### src/rtl/move_sequencer.sv
// move_sequencer: turn controller between two players' column buttons and a Connect-4 core.
// Arms on release, validates the owner's press, auto-plays on timeout, then waits for the core's ack.

module move_col_chk #(
  parameter int ROWS = 4
) (
  input  logic [2:0] count,
  input  logic       btn_n,
  output logic       full,
  output logic       hit
);
  assign full = (int'(count) >= ROWS);
  assign hit  = ~btn_n;
endmodule

module move_sequencer #(
  parameter int ROWS         = 4,
  parameter int TURN_TIMEOUT = 1000,
  parameter int ACK_TIMEOUT  = 8
) (
  input  logic       clk,
  input  logic       reset,
  input  logic [3:0] p1_buttons,
  input  logic [3:0] p2_buttons,
  input  logic [2:0] counter_0,
  input  logic [2:0] counter_1,
  input  logic [2:0] counter_2,
  input  logic [2:0] counter_3,
  input  logic [1:0] game_status,
  output logic       enable,
  output logic [3:0] in_column,
  output logic       turn,
  output logic       reject,
  output logic       timeout_flag,
  output logic       fault,
  output logic [4:0] move_count,
  output logic [2:0] state
);
  localparam int NUM_COLS = 4;
  localparam int TW = $clog2(TURN_TIMEOUT + 1);
  localparam int AW = $clog2(ACK_TIMEOUT + 1);

  typedef enum logic [2:0] {
    S_WAIT_INPUT = 3'd0,
    S_ISSUE      = 3'd1,
    S_WAIT_ACK   = 3'd2,
    S_SETTLE     = 3'd3,
    S_GAME_OVER  = 3'd4,
    S_FAULT      = 3'd5
  } state_t;

  state_t                   st, st_nxt;
  logic [NUM_COLS-1:0][2:0] cnt;
  logic [3:0]               p1_q, p2_q, own_q;
  logic [NUM_COLS-1:0]      col_full, col_hit;
  logic                     armed;
  logic [TW-1:0]            turn_tmr;
  logic [AW-1:0]            ack_tmr;
  logic [1:0]               sel, press_idx, auto_idx;
  logic [2:0]               cap;
  logic                     one_hot, any_hit, any_free, timer_hit, consider, valid_press;
  logic                     take_press, take_auto, rej, ack, toggle;

  assign cnt   = {counter_3, counter_2, counter_1, counter_0};
  assign own_q = turn ? p2_q : p1_q;

  generate
    for (genvar c = 0; c < NUM_COLS; c++) begin : g_col
      move_col_chk #(.ROWS(ROWS)) u_chk (
        .count (cnt[c]),
        .btn_n (own_q[c]),
        .full  (col_full[c]),
        .hit   (col_hit[c])
      );
    end
  endgenerate

  // Descending scan leaves the lowest matching index in each result
  always_comb begin
    press_idx = '0;
    auto_idx  = '0;
    any_free  = 1'b0;
    for (int c = NUM_COLS - 1; c >= 0; c--) begin
      if (col_hit[c]) press_idx = 2'(c);
      if (!col_full[c]) begin
        auto_idx = 2'(c);
        any_free = 1'b1;
      end
    end
  end

  assign any_hit     = |col_hit;
  assign one_hot     = any_hit && ((col_hit & (col_hit - 4'd1)) == 4'd0);
  assign timer_hit   = (turn_tmr == TW'(TURN_TIMEOUT - 1));
  assign consider    = (st == S_WAIT_INPUT) && armed && any_hit;
  assign valid_press = consider && one_hot && !col_full[press_idx];

  always_ff @(posedge clk or posedge reset) begin
    if (reset) st <= S_WAIT_INPUT;
    else       st <= st_nxt;
  end

  always_comb begin
    st_nxt     = st;
    take_press = 1'b0;
    take_auto  = 1'b0;
    rej        = 1'b0;
    ack        = 1'b0;
    toggle     = 1'b0;
    case (st)
      S_WAIT_INPUT: begin
        // A valid press beats a simultaneous timeout
        if (valid_press) begin
          take_press = 1'b1;
          st_nxt     = S_ISSUE;
        end else begin
          rej = consider;
          if (timer_hit && any_free) begin
            take_auto = 1'b1;
            st_nxt    = S_ISSUE;
          end
        end
      end
      S_ISSUE: st_nxt = S_WAIT_ACK;
      S_WAIT_ACK: begin
        if (cnt[sel] != cap) begin
          ack    = 1'b1;
          st_nxt = S_SETTLE;
        end else if (ack_tmr == AW'(ACK_TIMEOUT - 1)) begin
          st_nxt = S_FAULT;
        end
      end
      S_SETTLE: begin
        if (game_status != 2'b00 || move_count == 5'd16) begin
          st_nxt = S_GAME_OVER;
        end else begin
          toggle = 1'b1;
          st_nxt = S_WAIT_INPUT;
        end
      end
      S_GAME_OVER, S_FAULT: st_nxt = st;
      default: st_nxt = S_WAIT_INPUT;
    endcase
  end

  always_ff @(posedge clk or posedge reset) begin
    if (reset) begin
      p1_q         <= 4'hF;
      p2_q         <= 4'hF;
      armed        <= 1'b1;
      turn_tmr     <= '0;
      ack_tmr      <= '0;
      sel          <= '0;
      cap          <= '0;
      move_count   <= '0;
      turn         <= 1'b0;
      reject       <= 1'b0;
      timeout_flag <= 1'b0;
    end else begin
      p1_q <= p1_buttons;
      p2_q <= p2_buttons;
      if (own_q == 4'hF) armed <= 1'b1;
      else if (consider) armed <= 1'b0;
      turn_tmr <= (st != S_WAIT_INPUT) ? '0 : (timer_hit ? turn_tmr : turn_tmr + TW'(1));
      ack_tmr  <= (st != S_WAIT_ACK) ? '0 : ack_tmr + AW'(1);
      if (take_press) begin
        sel <= press_idx;
        cap <= cnt[press_idx];
      end else if (take_auto) begin
        sel <= auto_idx;
        cap <= cnt[auto_idx];
      end
      if (ack && move_count != 5'd16) move_count <= move_count + 5'd1;
      if (toggle) turn <= ~turn;
      reject       <= rej;
      timeout_flag <= take_auto;
    end
  end

  assign enable    = (st == S_ISSUE);
  assign in_column = (st == S_ISSUE || st == S_WAIT_ACK || st == S_SETTLE) ? ~(4'b0001 << sel) : 4'hF;
  assign fault     = (st == S_FAULT);
  assign state     = st;
endmodule

### config.mk
export PLATFORM = sky130hd
export DESIGN_NAME = move_sequencer
export DESIGN_NICKNAME = d
export VERILOG_FILES = /design/src/rtl/move_sequencer.sv
export SDC_FILE = /design/constraint.sdc
export NUM_CORES = 1
export LEC_CHECK = 0
export ABC_AREA = 1
export ABC_CLOCK_PERIOD_IN_PS = 2300
export CORE_UTILIZATION = 53
export CTS_BUF_LIST = sky130_fd_sc_hd__clkbuf_8 sky130_fd_sc_hd__clkbuf_16
export CTS_CLUSTER_SIZE = 8
export DETAILED_ROUTE_END_ITERATION = 10
export PLACE_DENSITY = 0.8
export SETUP_SLACK_MARGIN = 0.1
export SLEW_MARGIN = 20
export SYNTH_ARGS = -nofsm -noshare
export SYNTH_HDL_FRONTEND = slang
export SYNTH_SLANG_ARGS = --single-unit
### constraint.sdc
create_clock -name clk -period 2.3 [get_ports clk]
set_input_delay 0.46 -clock clk [delete_from_list [all_inputs] [get_ports clk]]
set_output_delay 0.46 -clock clk [all_outputs]
set_load 0.01 [all_outputs]
==> results.ini, run 1 <==
[worst_setup_path]
ff2ff_setup_slack_ps=450
cp_slowest_stage_delay_ps=570
rr_startpoint=turn
worstPathArrival_ps=1650
path_delay_family=buffers and inverters
crit_type=register to output port
critPathLaunchType=register
critical_path_required_ps=1840
r2r-end=state[0]
crit_fanout=4
critPathSlowestCell=clkdlybuf4s50_1
crit_chain=inv_2, nand2_1, nor2_1, clkdlybuf4s50_1
critPathBufInv=2
worst_setup_path_end_kind=output port
reg2reg_depth=11

[logic_synthesis]
ys_seq_elements=39
synth_edf_count=0
synthArstFlopShare_pct=100
syn_area_um2=2400
syn_area_per_cell_um2=7.38
ys_top_cells_by_area=dfrtp_1 (31%), nand2_1 (16%), dfstp_2 (9.9%), inv_1 (8.1%), nand3_1 (6.3%)
yosysWarnings=0
synth_ff_type=dfrtp_1
synth_most_common_cell=nand2_1
syn_inst=325
netlist.top_cell.by_area=dfrtp_1
synth.distinct_cells=31
seq_area_frac_synth_pct=41.2
synth_top_area_share_pct=31.3
syn_nets=353
ys_top_cells_by_count=nand2_1 (100), inv_1 (52), dfrtp_1 (30), nand3_1 (30), nor2_1 (20)

[clock_network]
cts_made_buffers=5
cts_num_sinks=39
cts_htree_levels=2
clkLatencyLatePin_ps=290
path_clk_slew_ps=80
hold_buffers=0
clock_path_buffers=2
cts-root-buf=clkbuf_8
cts_tree=built

[flow_run]
cap_viol_max_count=0

[power]
p_per_area_nw_per_um2=983
ir_drop_v=0.000653
power.leakage_nw=1.49

[timing]
setup_violations=0
tns_ps=0
fmax_ghz=0.475
hold_viol_final=0
fin_ws_ps=195
rsz0062_at_grt=no
min_period_over_period_pct=91.5
drv_slew=0
fin_skew_ps=10.5
slew_headroom_pct=68.5
tightest_slew_ps=472
finalCriticalPeriod_ps=2110

[die]
die_area_um2=4800
die_h_um=69.3
pin_count=41
rows=24
die_w_um=69.3
start_util_pct=55.1
design.core.area_um2=4350

[place]
dp_hpwl_um=3750
portBuffers=40
dp_slack_ps=144
routabilityCongestion=0.858
dpl_cell_area_um2=2870

[cells_and_area]
drive_gt1_share_pct=13.1
fin_nets=402
antenna_cells=0
stdcell_area_um2=2970
seq_area_um2=987
multi_input_area_um2=1200
post-route-util_pct=68.2
synthToLayoutAreaGrowth_pct=23.9
nFillCells=393

[grt]
grt.met1_usage_pct=29.6
grt_util_all_layers_pct=22.6
antenna_found_initial=0
met2_usage_pct=37.0
overflow=0
grt_pass1_vias=2117
use_met3_pct=5.67
busiest_layer=met2
grt_max_degree=40
grt_pass1_wl_um=8850

[detailed_routing]
drc_errors=0
wl_per_cell_um=11.4
detail-route-antenna-nets=0
wirelength_um=4850
drtPass1Iterations=4
via_per_inst=5.07
drt_iter0_drc=110
vias=2164

[worst_hold_path]
hp-class=register to register
min_from=armed
holdPathEnd=armed
whs_path_depth=2

[outcome]
status=finished clean

flip-flops by register name, summed over array words and instances (netlist names):
register	count
ack_tmr	4
armed	1
cap	3
move_count	5
p1_q	4
p2_q	4
reject	1
sel	2
state	3
timeout_flag	1
turn	1
turn_tmr	10
per-layer routing:
metal	wire length (um)	share of wire [%]
met1	2280	47
met2	2280	47
met3	242	5.0
met4	51	1.1
met5	0	0
stage by stage:
stage                     instances  power (W)  hold slack [ps]
after floorplan                 325    0.00200              432
after global placement          418    0.00244              458
after detailed placement        418    0.00249              476
after CTS                       427    0.00294              487
after global routing            427    0.00320              505
final                           427    0.00292              487
power breakdown:
part           internal [W]  leakage, nW  switching [W]  total [W]
Combinational      0.000601        0.947       0.000869    0.00147
Clock              0.000204       0.0505       0.000227   0.000431
Sequential         0.000847        0.492       0.000172    0.00102
worst reg2reg max path, stage by stage (launching register included):
cell and delay (ps):
dfrtp_1 510, inv_2 100, nand2_1 80, nand2_2 80, nor2_4 150, inv_1 80
nor2_4 150, nand3_4 130, nand3_4 160, nand3_1 120, nand3_1 120, nand2_1 60
timing repair:
item | in CTS | in global routing
endpoints found under the setup margin | 4 | 4
pin swaps | 1 | 0
endpoints found under the hold margin | 0 | 0
buffers inserted | 1 | 0
resized for setup | 6 | 4
worst max path at each step:
| stage | start | endpoint | slack [ps] | depth (start not counted) |
|---|---|---|---|---|
| final | state[1] | fault | 190 | 4 |
| after CTS | state[1] | fault | 180 | 4 |
| after detailed placement | counter_1[2] | cap[1] | 140 | 11 |
| after global placement | counter_1[2] | cap[1] | 190 | 11 |
| after global routing | state[1] | fault | 130 | 4 |
| after floorplan | state[2] | in_column[0] | 540 | 6 |
layout by cell type, fill, tap and decap left out, drive strengths merged, types with 4 or more instances in the layout:
cell type	count
nand2	109
inv	59
clkdlybuf4s50	36
nand3	33
dfrtp	30
nor2	24
o21ai	18
a21oi	11
dfstp	9
nand4	6
nor3	5
clkbuf	5
xnor2	4
xor2	4
ha	4
dlygate4sd2	4
final cells by class:
type	count	share of cell area, %
multi-input cells	228	40.5
flip-flops and latches	39	33.2
repair buffers	43	14.1
inverters	57	7.29
clock buffers	5	2.32
well taps	52	2.19
clock inverters	3	0.421
kinds of logic after synthesis:
| kind of cell | synth area share, % |
|---|---|
| adder cells (fa/ha/maj) | 2.09 |
| AND/OR/NAND/NOR | 37.0 |
| AO/OA/AOI/OAI | 7.57 |
| buffers and inverters | 9.24 |
| XOR/XNOR | 2.92 |
| flip-flops | 41.2 |
Note: power is estimated with default switching activity, not from simulation.
==> inputs of run 2 (changes only) <==
Settings changed: CORE_ASPECT_RATIO set to 2.
==> results.ini, run 2 (synthesized netlist as in run 1, its figures left out) <==
[outcome]
status=finished clean

[cells_and_area]
layout_common_cells=nand2_1 (100), inv_1 (51), clkdlybuf4s50_1 (36)
antenna_cells=0  ; unchanged
largest_register=turn_tmr
seq_area_um2=987  ; unchanged
fin_nets=403  ; +0.25%
final_common_cell=nand2_1
largest_reg_flops=10  ; unchanged
nFillCells=380  ; -3.3%
top_regs=turn_tmr: 10 flops, move_count: 5 flops
synthToLayoutAreaGrowth_pct=25.0
multi_input_area_um2=1200  ; -0.42%
drive_gt1_share_pct=13.0  ; -0.035 points

[worst_setup_path]
rr_startpoint=turn_tmr[0]
crit_fanout=4  ; unchanged
critPathSlowestCell=dfrtp_1
cp_slowest_stage_delay_ps=420  ; -150 ps
worst_setup_path_end_kind=output port
path_common_cell=inv_1
worstPathArrival_ps=1640  ; about the same
critical_path_required_ps=1840  ; about the same
crit_type=register to output port
critPathLaunchType=register
cp-startpoint=state[0]
crit_chain=nor2_2, inv_1, nor2_1, inv_1, nand3_2, nand3_1, dlygate4sd2_1

[detailed_routing]
wirelength_um=5690  ; +17%
drtPass1Iterations=4  ; unchanged
wl_per_cell_um=13.2  ; +16%
vias=2226  ; +2.9%
drt_iter0_drc=56  ; -49%
via_per_inst=5.18  ; +2.1%
detail-route-antenna-nets=0  ; unchanged
drc_errors=0  ; unchanged

[power]
intPower_w=0.00172  ; +3.9%
total_power_w=0.00301  ; +2.9%
pwr-share-comb_pct=49.5  ; -0.8 points
power_switching_w=0.00129  ; +1.6%
clkPwrFrac_pct=16.9  ; +2.2 points
seqPwrFrac_pct=33.6  ; -1.3 points
power.leakage_nw=1.50  ; +0.36%
p_per_area_nw_per_um2=1000  ; +2.0%
ir_drop_v=0.000851  ; +30%
p_sw_share_pct=42.9  ; -0.55 points

[flow_run]
cap_viol_max_count=0  ; unchanged

[die]
die_h_um=97.1  ; +40%
die_area_um2=4810  ; +0.33%
pin_count=41  ; unchanged
design.core.area_um2=4340  ; -0.34%
rows=34  ; +42%
start_util_pct=55.2  ; +0.19 points
die_w_um=49.6  ; -28%

[clock_network]
path_clk_slew_ps=80  ; about the same
clkLatencyLatePin_ps=290  ; about the same
cts-root-buf=clkbuf_8
cts_made_buffers=5  ; unchanged
clock_path_buffers=2  ; unchanged
cts_num_sinks=39  ; unchanged
cts_htree_levels=2  ; unchanged
cts_tree=built

[grt]
grt_max_degree=40  ; unchanged
antenna_found_initial=0  ; unchanged
grt_pass1_wl_um=9800  ; +11%
overflow=0  ; unchanged
grt_util_all_layers_pct=26.9  ; +4.3 points
grt_pass1_vias=2315  ; +9.4%

[timing]
hold_viol_final=0  ; unchanged
rsz0062_at_grt=no
tns_ps=0  ; unchanged
tightest_slew_ps=510  ; +37.6 ps
finalCriticalPeriod_ps=2100  ; -7.22 ps
fmax_ghz=0.477  ; +0.34%
fin_skew_ps=11.1  ; +0.572 ps
slew_headroom_pct=65.7  ; -2.8 points
setup_violations=0  ; unchanged
drv_slew=0  ; unchanged
min_period_over_period_pct=91.2  ; -0.31 points

[place]
routabilityCongestion=0.836  ; -2.6%
portBuffers=40  ; unchanged
dp_hpwl_um=4420  ; +18%

[worst_hold_path]
hp-class=register to register
min_from=ack_tmr[0]

[run 2: path summary, 6_finish.rpt]
path | endpoint | slack [ps] | cells after the start
max | in_column[3] | 200 | 7
min | ack_tmr[0] | 480 | 1
max reg2reg | sel[1] | 410 | 10
min reg2reg | ack_tmr[0] | 480 | 1
max in group asynchronous | p2_q[3] | 1340 | 3
min in group asynchronous | move_count[0] | 590 | 3
[run 2: metal layers]
metal	share of wire [%]	GRT usage (%)	vias up
li1	-	-	1121
met2	57	51.1	51
met1	34	23.7	1030
met5	0	0	-
met4	6.8	20.0	0
met3	2.3	3.60	24
[run 2: through the flow]
| stage | std cells | util [%] | hold WS (ps) | cell area (um2) | setup WS [ps] |
|---|---|---|---|---|---|
| detailed placement | 421 | 66.4 | 468 | 2880 | 95.8 |
| CTS | 430 | 69.1 | 479 | 3000 | 218 |
| finish | 430 | 69.1 | 477 | 3000 | 202 |
| floorplan | 325 | - | 432 | 2400 | 539 |
| global placement | 421 | 66.4 | 449 | 2880 | 126 |
| global route | 430 | 69.1 | 504 | 3000 | 116 |
[run 2: area by class of cell]
cell class | instances | area share (%)
clock buffer | 7 | 3.22
multi-input combinational | 228 | 39.9
sequential | 39 | 32.9
clock inverter | 1 | 0.251
tap | 54 | 2.25
timing repair buffer | 44 | 14.2
inverter | 57 | 7.22
[run 2: what timing repair did]
| action | 4_1_cts | 5_1_grt |
|---|---|---|
| hold buffers | 0 | 0 |
| setup buffers | 1 | 0 |
| setup endpoints to repair | 4 | 0 |
| gates resized for setup | 7 | 0 |
[run 2: critical path: cells and delay by family (launching register included)]
kind	cells	cell delay, ps
flops	1	420
buf+inv	3	450
simple gates	4	460
[run 2: power groups by stage]
| stage | logic [W] | registers, W | clock network (W) |
|---|---|---|---|
| after floorplan | 0.000989 | 0.00101 | 0 |
| after global placement | 0.00145 | 0.00102 | 0 |
| after detailed placement | 0.00149 | 0.00102 | 0 |
| after CTS | 0.00150 | 0.00101 | 0.000527 |
| after global routing | 0.00168 | 0.00104 | 0.000548 |
| final | 0.00149 | 0.00101 | 0.000507 |
